**src/rtl/lock_monitor_pkg.sv**
```systemverilog
// ============================================================================
// Module   : lock_monitor_pkg
// Brief    : State encoding and decode helper shared by the lock supervisor.
// Revision : 1.0
// ============================================================================
`default_nettype none

package lock_monitor_pkg;

    localparam logic [1:0] c_ST_UNLOCKED = 2'd0;
    localparam logic [1:0] c_ST_ACQUIRE  = 2'd1;
    localparam logic [1:0] c_ST_LOCKED   = 2'd2;
    localparam logic [1:0] c_ST_GRACE    = 2'd3;

    // LOCKED and GRACE both count as "in lock" for the LEDs and the timer.
    function automatic logic is_engaged(input logic [1:0] st);
        return (st == c_ST_LOCKED) || (st == c_ST_GRACE);
    endfunction

endpackage

`default_nettype wire

```
**src/rtl/lm_down_timer.sv**
```systemverilog
// ============================================================================
// Module   : lm_down_timer
// Brief    : Relock indicator timer; load/decrement/clear, drives active-low LED.
// Revision : 1.0
// ============================================================================
`default_nettype none

module lm_down_timer #(
    parameter int INDICATE_CYCLES = 100_000_000
) (
    input  logic clk,
    input  logic rst,
    input  logic i_load,
    input  logic i_clear,
    input  logic i_active,
    output logic o_relocked_n
);

    localparam int c_TMR_W = $clog2(INDICATE_CYCLES + 1);
    localparam logic [c_TMR_W-1:0] c_TMR_LOAD = c_TMR_W'(INDICATE_CYCLES - 1);

    logic [c_TMR_W-1:0] r_timer_q;
    logic [c_TMR_W-1:0] w_timer_d;
    logic               r_relocked_n_q;
    logic               w_relocked_n_d;

    always_ff @(posedge clk) begin
        if (rst) begin
            r_timer_q      <= '0;
            r_relocked_n_q <= 1'b1;
        end else begin
            r_timer_q      <= w_timer_d;
            r_relocked_n_q <= w_relocked_n_d;
        end
    end

    // The LED stays lit through the cycle in which the count reaches zero,
    // giving exactly INDICATE_CYCLES lit cycles per load.
    always_comb begin
        w_timer_d = r_timer_q;
        if (i_clear) begin
            w_timer_d = '0;
        end else if (i_load) begin
            w_timer_d = c_TMR_LOAD;
        end else if (i_active && (r_timer_q != '0)) begin
            w_timer_d = r_timer_q - c_TMR_W'(1);
        end
        w_relocked_n_d = !(i_active && (i_load || (r_timer_q != '0)));
    end

    assign o_relocked_n = r_relocked_n_q;

endmodule

`default_nettype wire

```
**src/rtl/lock_monitor.sv**
```systemverilog
// ============================================================================
// Module   : lock_monitor
// Brief    : Debounced lock supervisor driving PID enable, sweep hold and LEDs.
// Revision : 1.0
// ============================================================================
`default_nettype none

module lock_monitor
    import lock_monitor_pkg::*;
#(
    parameter int ACQ_CYCLES      = 1000,
    parameter int DROP_CYCLES     = 16,
    parameter int INDICATE_CYCLES = 100_000_000
) (
    input  logic               clk_in,
    input  logic               rst_in,
    input  logic signed [15:0] trans_in,
    input  logic signed [15:0] lock_thresh,
    input  logic signed [15:0] unlock_thresh,
    output logic               pid_on_out,
    output logic               sweep_hold_out,
    output logic               locked_n_out,
    output logic               unlocked_n_out,
    output logic               relocked_n_out,
    output logic [1:0]         state_out,
    output logic [15:0]        loss_count_out
);

    localparam int c_CNT_MAX = (ACQ_CYCLES > DROP_CYCLES) ? ACQ_CYCLES : DROP_CYCLES;
    localparam int c_CNT_W   = $clog2(c_CNT_MAX + 1);
    localparam logic [c_CNT_W-1:0] c_ACQ_LAST  = c_CNT_W'(ACQ_CYCLES - 1);
    localparam logic [c_CNT_W-1:0] c_DROP_LAST = c_CNT_W'(DROP_CYCLES - 1);

    logic signed [15:0] r_trans_q, w_trans_d;
    logic [1:0]         r_state_q, w_state_d;
    logic [c_CNT_W-1:0] r_cnt_q, w_cnt_d;
    logic [15:0]        r_loss_q, w_loss_d;
    logic               r_pid_on_q, w_pid_on_d;
    logic               r_locked_n_q, w_locked_n_d;
    logic               r_unlocked_n_q, w_unlocked_n_d;
    logic               w_tmr_load, w_tmr_clear, w_tmr_active;
    logic               w_above_lock, w_below_unlock;

    assign w_above_lock   = (r_trans_q >= lock_thresh);
    assign w_below_unlock = (r_trans_q < unlock_thresh);

    always_ff @(posedge clk_in) begin
        if (rst_in) begin
            r_trans_q      <= '0;
            r_state_q      <= c_ST_UNLOCKED;
            r_cnt_q        <= '0;
            r_loss_q       <= '0;
            r_pid_on_q     <= 1'b0;
            r_locked_n_q   <= 1'b1;
            r_unlocked_n_q <= 1'b0;
        end else begin
            r_trans_q      <= w_trans_d;
            r_state_q      <= w_state_d;
            r_cnt_q        <= w_cnt_d;
            r_loss_q       <= w_loss_d;
            r_pid_on_q     <= w_pid_on_d;
            r_locked_n_q   <= w_locked_n_d;
            r_unlocked_n_q <= w_unlocked_n_d;
        end
    end

    // The shared counter is cleared on every state change.
    always_comb begin
        w_trans_d  = trans_in;
        w_state_d  = r_state_q;
        w_cnt_d    = r_cnt_q;
        w_loss_d   = r_loss_q;
        w_tmr_load = 1'b0;
        case (r_state_q)
            c_ST_UNLOCKED: begin
                if (w_above_lock) begin
                    w_state_d = c_ST_ACQUIRE;
                    w_cnt_d   = '0;
                end
            end
            c_ST_ACQUIRE: begin
                if (!w_above_lock) begin
                    w_state_d = c_ST_UNLOCKED;
                    w_cnt_d   = '0;
                end else if (r_cnt_q == c_ACQ_LAST) begin
                    w_state_d  = c_ST_LOCKED;
                    w_cnt_d    = '0;
                    w_tmr_load = 1'b1;
                end else begin
                    w_cnt_d = r_cnt_q + c_CNT_W'(1);
                end
            end
            c_ST_LOCKED: begin
                if (w_below_unlock) begin
                    w_state_d = c_ST_GRACE;
                    w_cnt_d   = '0;
                end
            end
            c_ST_GRACE: begin
                if (!w_below_unlock) begin
                    w_state_d = c_ST_LOCKED;
                    w_cnt_d   = '0;
                end else if (r_cnt_q == c_DROP_LAST) begin
                    w_state_d = c_ST_UNLOCKED;
                    w_cnt_d   = '0;
                    if (r_loss_q != 16'hFFFF) begin
                        w_loss_d = r_loss_q + 16'd1;
                    end
                end else begin
                    w_cnt_d = r_cnt_q + c_CNT_W'(1);
                end
            end
            default: begin
                w_state_d = c_ST_UNLOCKED;
                w_cnt_d   = '0;
            end
        endcase
    end

    // Outputs are decoded from the next state so they update with the state register.
    always_comb begin
        w_pid_on_d     = (w_state_d != c_ST_UNLOCKED);
        w_locked_n_d   = !is_engaged(w_state_d);
        w_unlocked_n_d = (w_state_d != c_ST_UNLOCKED);
        w_tmr_clear    = (w_state_d == c_ST_UNLOCKED);
        w_tmr_active   = is_engaged(w_state_d);
    end

    lm_down_timer #(
        .INDICATE_CYCLES (INDICATE_CYCLES)
    ) u_timer (
        .clk          (clk_in),
        .rst          (rst_in),
        .i_load       (w_tmr_load),
        .i_clear      (w_tmr_clear),
        .i_active     (w_tmr_active),
        .o_relocked_n (relocked_n_out)
    );

    assign pid_on_out     = r_pid_on_q;
    assign sweep_hold_out = r_pid_on_q;
    assign locked_n_out   = r_locked_n_q;
    assign unlocked_n_out = r_unlocked_n_q;
    assign state_out      = r_state_q;
    assign loss_count_out = r_loss_q;

endmodule

`default_nettype wire

```
**config.mk**
```make
export PLATFORM = sky130hd
export DESIGN_NAME = lock_monitor
export DESIGN_NICKNAME = d
export VERILOG_FILES = /design/src/rtl/lock_monitor_pkg.sv /design/src/rtl/lm_down_timer.sv /design/src/rtl/lock_monitor.sv
export SDC_FILE = /design/constraint.sdc
export NUM_CORES = 1
export LEC_CHECK = 0
export ABC_AREA = 1
export CAP_MARGIN = 20
export CORE_MARGIN = 2
export CORE_UTILIZATION = 55
export DETAILED_ROUTE_END_ITERATION = 8
export GPL_TIMING_DRIVEN = 0
export PLACE_DENSITY = 0.87
export SETUP_SLACK_MARGIN = 0.15
export SLEW_MARGIN = 5
export SYNTH_ARGS = -nofsm -noshare
export SYNTH_HDL_FRONTEND = slang
export SYNTH_SLANG_ARGS = --single-unit
```
**constraint.sdc**
```tcl
create_clock -name clk_in -period 2.98 [get_ports clk_in]
set_clock_uncertainty 0.15 [all_clocks]
set_input_delay 0.596 -clock clk_in [delete_from_list [all_inputs] [get_ports clk_in]]
set_output_delay 0.596 -clock clk_in [all_outputs]
set_load 0.01 [all_outputs]
```
# Word level (Yosys, flattened, before mapping)
# Cells that the tools add are included.
# classes
n_addsub	3
muxes	19
eq_ne	10
n_reduce_logical	15
order_cmp	2
# op_table
cell	count
2-to-1 mux 10 bit	6
2-to-1 mux 27 bit	2
case mux 10 bit (4 select lines)	1
nonzero test 27 bit	1
subtractor 27 x 1 -> 27 bit, second input constant	1
adder 16 x 1 -> 16 bit, second input constant	1
greater-or-equal comparator 16 bit	1
less-than comparator 16 bit	1
inequality test 16 bit, second input constant	1
2-to-1 mux 2 bit	6
adder 10 x 1 -> 10 bit, second input constant	1
== test 10 bit, second input constant	1
== test 10 x 4 -> 1 bit, second input constant	1
== test 2 bit, second input constant	4
case mux 2 bit (4 select lines)	1
logical NOT 2 bit	2
inequality test 2 bit, second input constant	2
AND reduction 4 bit	1
nonzero test 2 bit	2
2-to-1 mux 1 bit	3
OR reduction 3 bit	1
== test 2 x 1 -> 1 bit, second input constant	1
logical AND 1 bit	2
logical NOT 1 bit	2
3 further kinds	4
# word_totals
input_bits	50
reg_bits	74
output_inout_bits	23
word_cells	58

# Depth between registers and ports, before layout
# depth
ltp_word	9
mapped_depth	20
mapped_depth_nobuf	19

# Modules after synthesis
# A second synthesis with hierarchy kept.
# unflattened
cells_unflattened	834
hier_area_um2	5235.0
# modules_own_cells
mod	area_per_inst_um2	n_inst	cells_each	seq_area_each_um2
lock_monitor	3338.2	1	518	920.9
lm_down_timer	1896.8	1	316	560.5

# Worst setup path after synthesis
# Ideal clock, no wire load.
# synth_path
path_kind	input to register
from	in unlock_thresh[5]
to	reg u_timer.r_timer_q[7]
slack_ns	0.479
n_path_buf	2
cell_stages	16
arrival_time_ns	2.236
setup_time_ns	0.116
t_required_ns	2.714
cell_sequence	inv_1 > ha_1 > a21oi_1 > nor2_1 > nor3_1 > nand2_1 > nand2_1 > nand3_1 > and2_1 > buf_2 > nand2_1 > nand3_1 > nand2_1 > nand2_4 > buf_6 > and3_1
# synth_between
elab_chain_len	7
word_cells_on_any_way	11
# synth_rtl
item	line_no	source
start: declaration	lock_monitor.sv:19	input logic signed [15:0] unlock_thresh,
less-than comparator 16 bit *	lock_monitor.sv:45	assign w_below_unlock = (r_trans_q < unlock_thresh);
2-to-1 mux 2 bit (on tied branches)	lock_monitor.sv:100, lock_monitor.sv:94	
case mux 2 bit (4 select lines) *	lock_monitor.sv:74	case (r_state_q)
== test 2 bit	lock_monitor_pkg.sv:17	return (st == c_ST_LOCKED) || (st == c_ST_GRACE);
logical OR 1 bit	lock_monitor_pkg.sv:17	
logical AND 1 bit	lm_down_timer.sv:45	end else if (i_active && (r_timer_q != '0)) begin
nonzero test 2 bit (no line)	n/a	
end signal: assignment	lm_down_timer.sv:32	r_timer_q <= w_timer_d;
end: declaration	lm_down_timer.sv:22	logic [c_TMR_W-1:0] r_timer_q;
# Mark *: on every way between the ends. The rest lies on a longest branch, timed or not.
# A chain may end at the register's enable or synchronous reset.

# Worst setup path in the final report
# layout_path
from	in lock_thresh[15]
to	reg u_timer.r_timer_q[3]
# layout_between
elab_chain_len	7
word_cells_on_any_way	14
# layout_rtl
item	line_no	source
start: declaration	lock_monitor.sv:18	input logic signed [15:0] lock_thresh,
greater-or-equal comparator 16 bit *	lock_monitor.sv:44	assign w_above_lock = (r_trans_q >= lock_thresh);
2-to-1 mux 2 bit (on tied branches)	lock_monitor.sv:82, lock_monitor.sv:76	
case mux 2 bit (4 select lines)	lock_monitor.sv:74	
== test 2 bit	lock_monitor_pkg.sv:17	
logical OR 1 bit	lock_monitor_pkg.sv:17	
logical AND 1 bit	lm_down_timer.sv:45	
nonzero test 2 bit (no line)	n/a	
# Marks and branches as above.

==> summary.txt <==
Setup path
  – Crit Path Class: in2reg
  – Worst R2R Setup Slack: about 460 ps
  – Worst Setup End Kind: register
  – RR Endpoint: u_timer.r_timer_q[3]
  – Worst path max stage delay: around 480 ps
  – Worst setup startpoint: lock_thresh[15]
  – Critical Path Sink: u_timer.r_timer_q[3]
  – R2r worst-path depth: 14
  – WP data arrival: 3070 ps
  – Worst EP required: 3120 ps
  – Most frequent CP cell: nand3_4
  – CP Max Fanout: 6
  – CP Launch Type: input port
  – Worst-path cell chain: clkdlybuf4s50_1 -> inv_1 -> ha_4 -> nand4_1 -> a21oi_2 -> nor2_2 -> nand2_2 -> nand2_2 -> nand3_4 -> nand3_4 -> nand3_4 -> nand2_4 -> nand2_8 -> clkbuf_16 -> nand2_1 -> a21oi_2
  – Worst reg2reg path startpoint: r_trans_q[13]
  – Crit-path slowest cell: clkdlybuf4s50_1

Synthesis
  – Cell Area, Synth: approximately 4800 um^2
  – Most common cell in the netlist: nand2_1
  – Main synth FF type: dfxtp_1
  – Yosys warns: 0
  – Top area cells in the synthesized netlist: dfxtp_1, nand2_1, inv_1
  – Post-synth ARST share: 0%
  – Post-synthesis cell count: 703
  – Post-synthesis cell type count: 37
  – Synth top cells by count: nand2_1, inv_1, nor2_1
  – Post-synth EDFFs: 0
  – Seq/Total Area, Yosys: 31.2%
  – Flops & latches, synth: between 70 and 80
  – Dominant cell type by area after synthesis: dfxtp_1
  – Syn avg cell area: between 6 and 7 um^2
  – Synthesized netlist net count: about 790
  – Post-synth top area share: 31.2%

Routing
  – DRC: 0
  – Antenna-violating nets left: 0
  – Initial DRC count: 319
  – Vias per cell: between 5 and 6
  – Detailed Routing Iterations Pass 1: 5
  – WL/cell: between 10 and 15 um
  – Final wirelength: ~13000 um
  – Via Count: 4846

Timing
  – Slew @ Worst Pin: 530 ps
  – TNS Setup: 0 ps
  – Rel. slew slack: approximately 65%
  – Final WS setup: approximately 46 ps
  – Final min period: between 2000 and 3000 ps
  – Fmax: approximately 340 MHz
  – Final period util: roughly 98%
  – Fin. Hold Viols: 0
  – Slew Limit Fails: 0
  – Setup Viol. Count Final: 0
  – RSZ-0062 raised after global routing: yes

Clock tree
  – CTS sink count: 74
  – Htree depth: 3
  – Root Driver: clkbuf_8
  – TritonCTS Buffers: 9
  – Clk slew on worst S/H paths: roughly 80 ps
  – Clock Latency Late Sink: around 360 ps
  – Clock buffer depth: 2
  – CTS tree: built

Place
  – DP Wirelength: 8400 um
  – Pre-CTS setup slack: -269 ps
  – Placed instance count: slightly below 900
  – Final weighted congestion in routability-driven placement: just over 0.9
  – Cell area after placement: roughly 5600 um^2
  – I/O Buffers: just over 70

Layout
  – Final Instance Area: 6310 um^2
  – Ant diodes: 0
  – Layout cells sized above 1: ~16%
  – FILL cells: between 500 and 600
  – Fin nets: between 800 and 900
  – Area grow syn2layout: 32.8%
  – Cell Count, Final, Fillers Out: between 900 and 1k

Floorplanning
  – Die H: between 90 and 100 um
  – Die area: between 9000 and 10000 um^2
  – Die width: 97.0 um
  – Core Area: 8300 um^2
  – Boundary Pins: 73
  – Row count: 33
  – Starting Density: 57.3%

Global routing
  – GR Overflow Total: 0
  – Largest net degree at the start of global routing: 14
  – Met3 usage: 4.77%
  – First-pass GRT wire length: between 15000 and 20000 um
  – Met2 Resource Use GR: around two fifths
  – GRT Resource Usage Total: roughly a quarter
  – Initial antenna violation count: 0
  – M1 GR Usage: between 30 and 40%
  – GRT busiest layer: met2
  – Vias in the first global route: 4469

Power and ir drop
  – Power Dens Cells: between 300 and 400 nW/um^2
  – Peak supply drop: roughly 0.23 mV
  – Clock group share of total power: between 30% and 40%
  – Sw Ratio: 28.0%
  – Pint: roughly 1.6 mW
  – Combinational share of power: roughly a fifth
  – Sequential share of power: approximately 46%
  – Psw: slightly above 0.6 mW
  – Pleak: between 2 and 3 nW

Worst hold path
  – Hold Crit Class: reg2reg

Run status
  – Status: completed

Run
  – Max Cap Viol: 0
[final cells by class]
cell class,instances,area [um^2],share of cell area (%)
Sequential cell,74,1480,23.5
Multi-Input combinational cell,482,3020,47.9
Tap cell,105,131,2.08
Timing Repair Buffer,81,861,13.6
Inverter,130,488,7.73
Clock buffer,10,128,2.02
Buffer,17,133,2.10
Clock inverter,6,67.6,1.07
[critical path, delay by kind of cell]
| family | cells | cell delay (ps) |
|---|---|---|
| fa+ha+maj | 1 | 280 |
| simple gates | 10 | 1110 |
| buf+inv | 3 | 700 |
| compound gates | 2 | 370 |
[metal layers]
metal  share of wire, %  up-vias
li1                   -     2403
met4                3.1        0
met2                 48      184
met5                  0        -
met3                6.0       39
met1                 43     2220
[worst min-delay path by stage]
stage | to | slack, ps | start | cells after the start
2_1_floorplan | r_cnt_q[5] | 310 | r_cnt_q[5] | 2
6_report | r_cnt_q[5] | 340 | r_cnt_q[5] | 2
3_3_place_gp | r_cnt_q[5] | 320 | r_cnt_q[5] | 2
4_1_cts | r_cnt_q[5] | 340 | r_cnt_q[5] | 2
3_5_place_dp | r_cnt_q[5] | 330 | r_cnt_q[5] | 2
5_1_grt | r_cnt_q[3] | 370 | r_cnt_q[3] | 2
[registers in the layout (all words and copies together), names as in the netlist]
signal and flops:
locked_n_out 1, state_out 2, loss_count_out 16, u_timer.o_relocked_n 1, r_cnt_q 10, r_trans_q 16, u_timer.r_timer_q 27, unlocked_n_out 1
[power groups by stage]
| stage | sequential, mW | combinational, mW | clock (mW) |
|---|---|---|---|
| final | 1.03 | 0.417 | 0.786 |
| after global placement | 1.04 | 0.300 | 0 |
| after detailed placement | 1.04 | 0.310 | 0 |
| after global routing | 1.03 | 0.450 | 0.847 |
| after CTS | 1.02 | 0.317 | 0.789 |
| after floorplan | 1.04 | 0.179 | 0 |
[placed cells by master (no fill, tap or decap), types with 3 or more instances in the layout]
cell	n
nand2_1	137
inv_1	118
nor2_1	77
dfxtp_1	74
clkdlybuf4s50_1	67
nand3_1	42
a21oi_1	40
xor2_1	21
nand4_1	17
ha_1	17
a21oi_2	16
ha_4	16
nand2_2	13
inv_2	12
xnor2_1	12
nor2_2	10
nor3_1	10
buf_4	9
o21ai_0	9
clkbuf_8	9
nor4_1	8
nand3_2	7
o21ai_1	5
buf_2	4
nand2_4	4
buf_8	4
clkbuf_1	4
dlymetal6s2s_1	4
nand3_4	3
clkbuf_16	3
[logic make-up (layout without fill, tap and decap cells)]
group	Yosys count	count (layout)	share of synthesized area (%)
buf+inv	147	244	12.5
xor+xnor	33	33	6.08
fa+ha+maj	34	34	8.95
flops	74	74	31.2
simple gates	338	338	31.9
compound gates	77	77	9.37
[timing repair]
item,4_1_cts,5_1_grt
hold buffers,0,0
gates resized for setup,3,74
pin swaps,1,37
gates cloned,0,3
endpoints found under the setup margin,21,53
setup buffers,2,5
[per-stage QoR]
| stage | hold slack, ps | util (%) | power [mW] |
|---|---|---|---|
| 2_1_floorplan | 308 | - | 1.22 |
| 3_3_place_gp | 319 | 67.4 | 1.34 |
| 3_5_place_dp | 327 | 67.4 | 1.35 |
| 4_1_cts | 339 | 70.2 | 2.13 |
| 5_1_grt | 366 | 76.0 | 2.32 |
| 6_report | 337 | 76.0 | 2.23 |
Power figures use the tool's default switching activity.
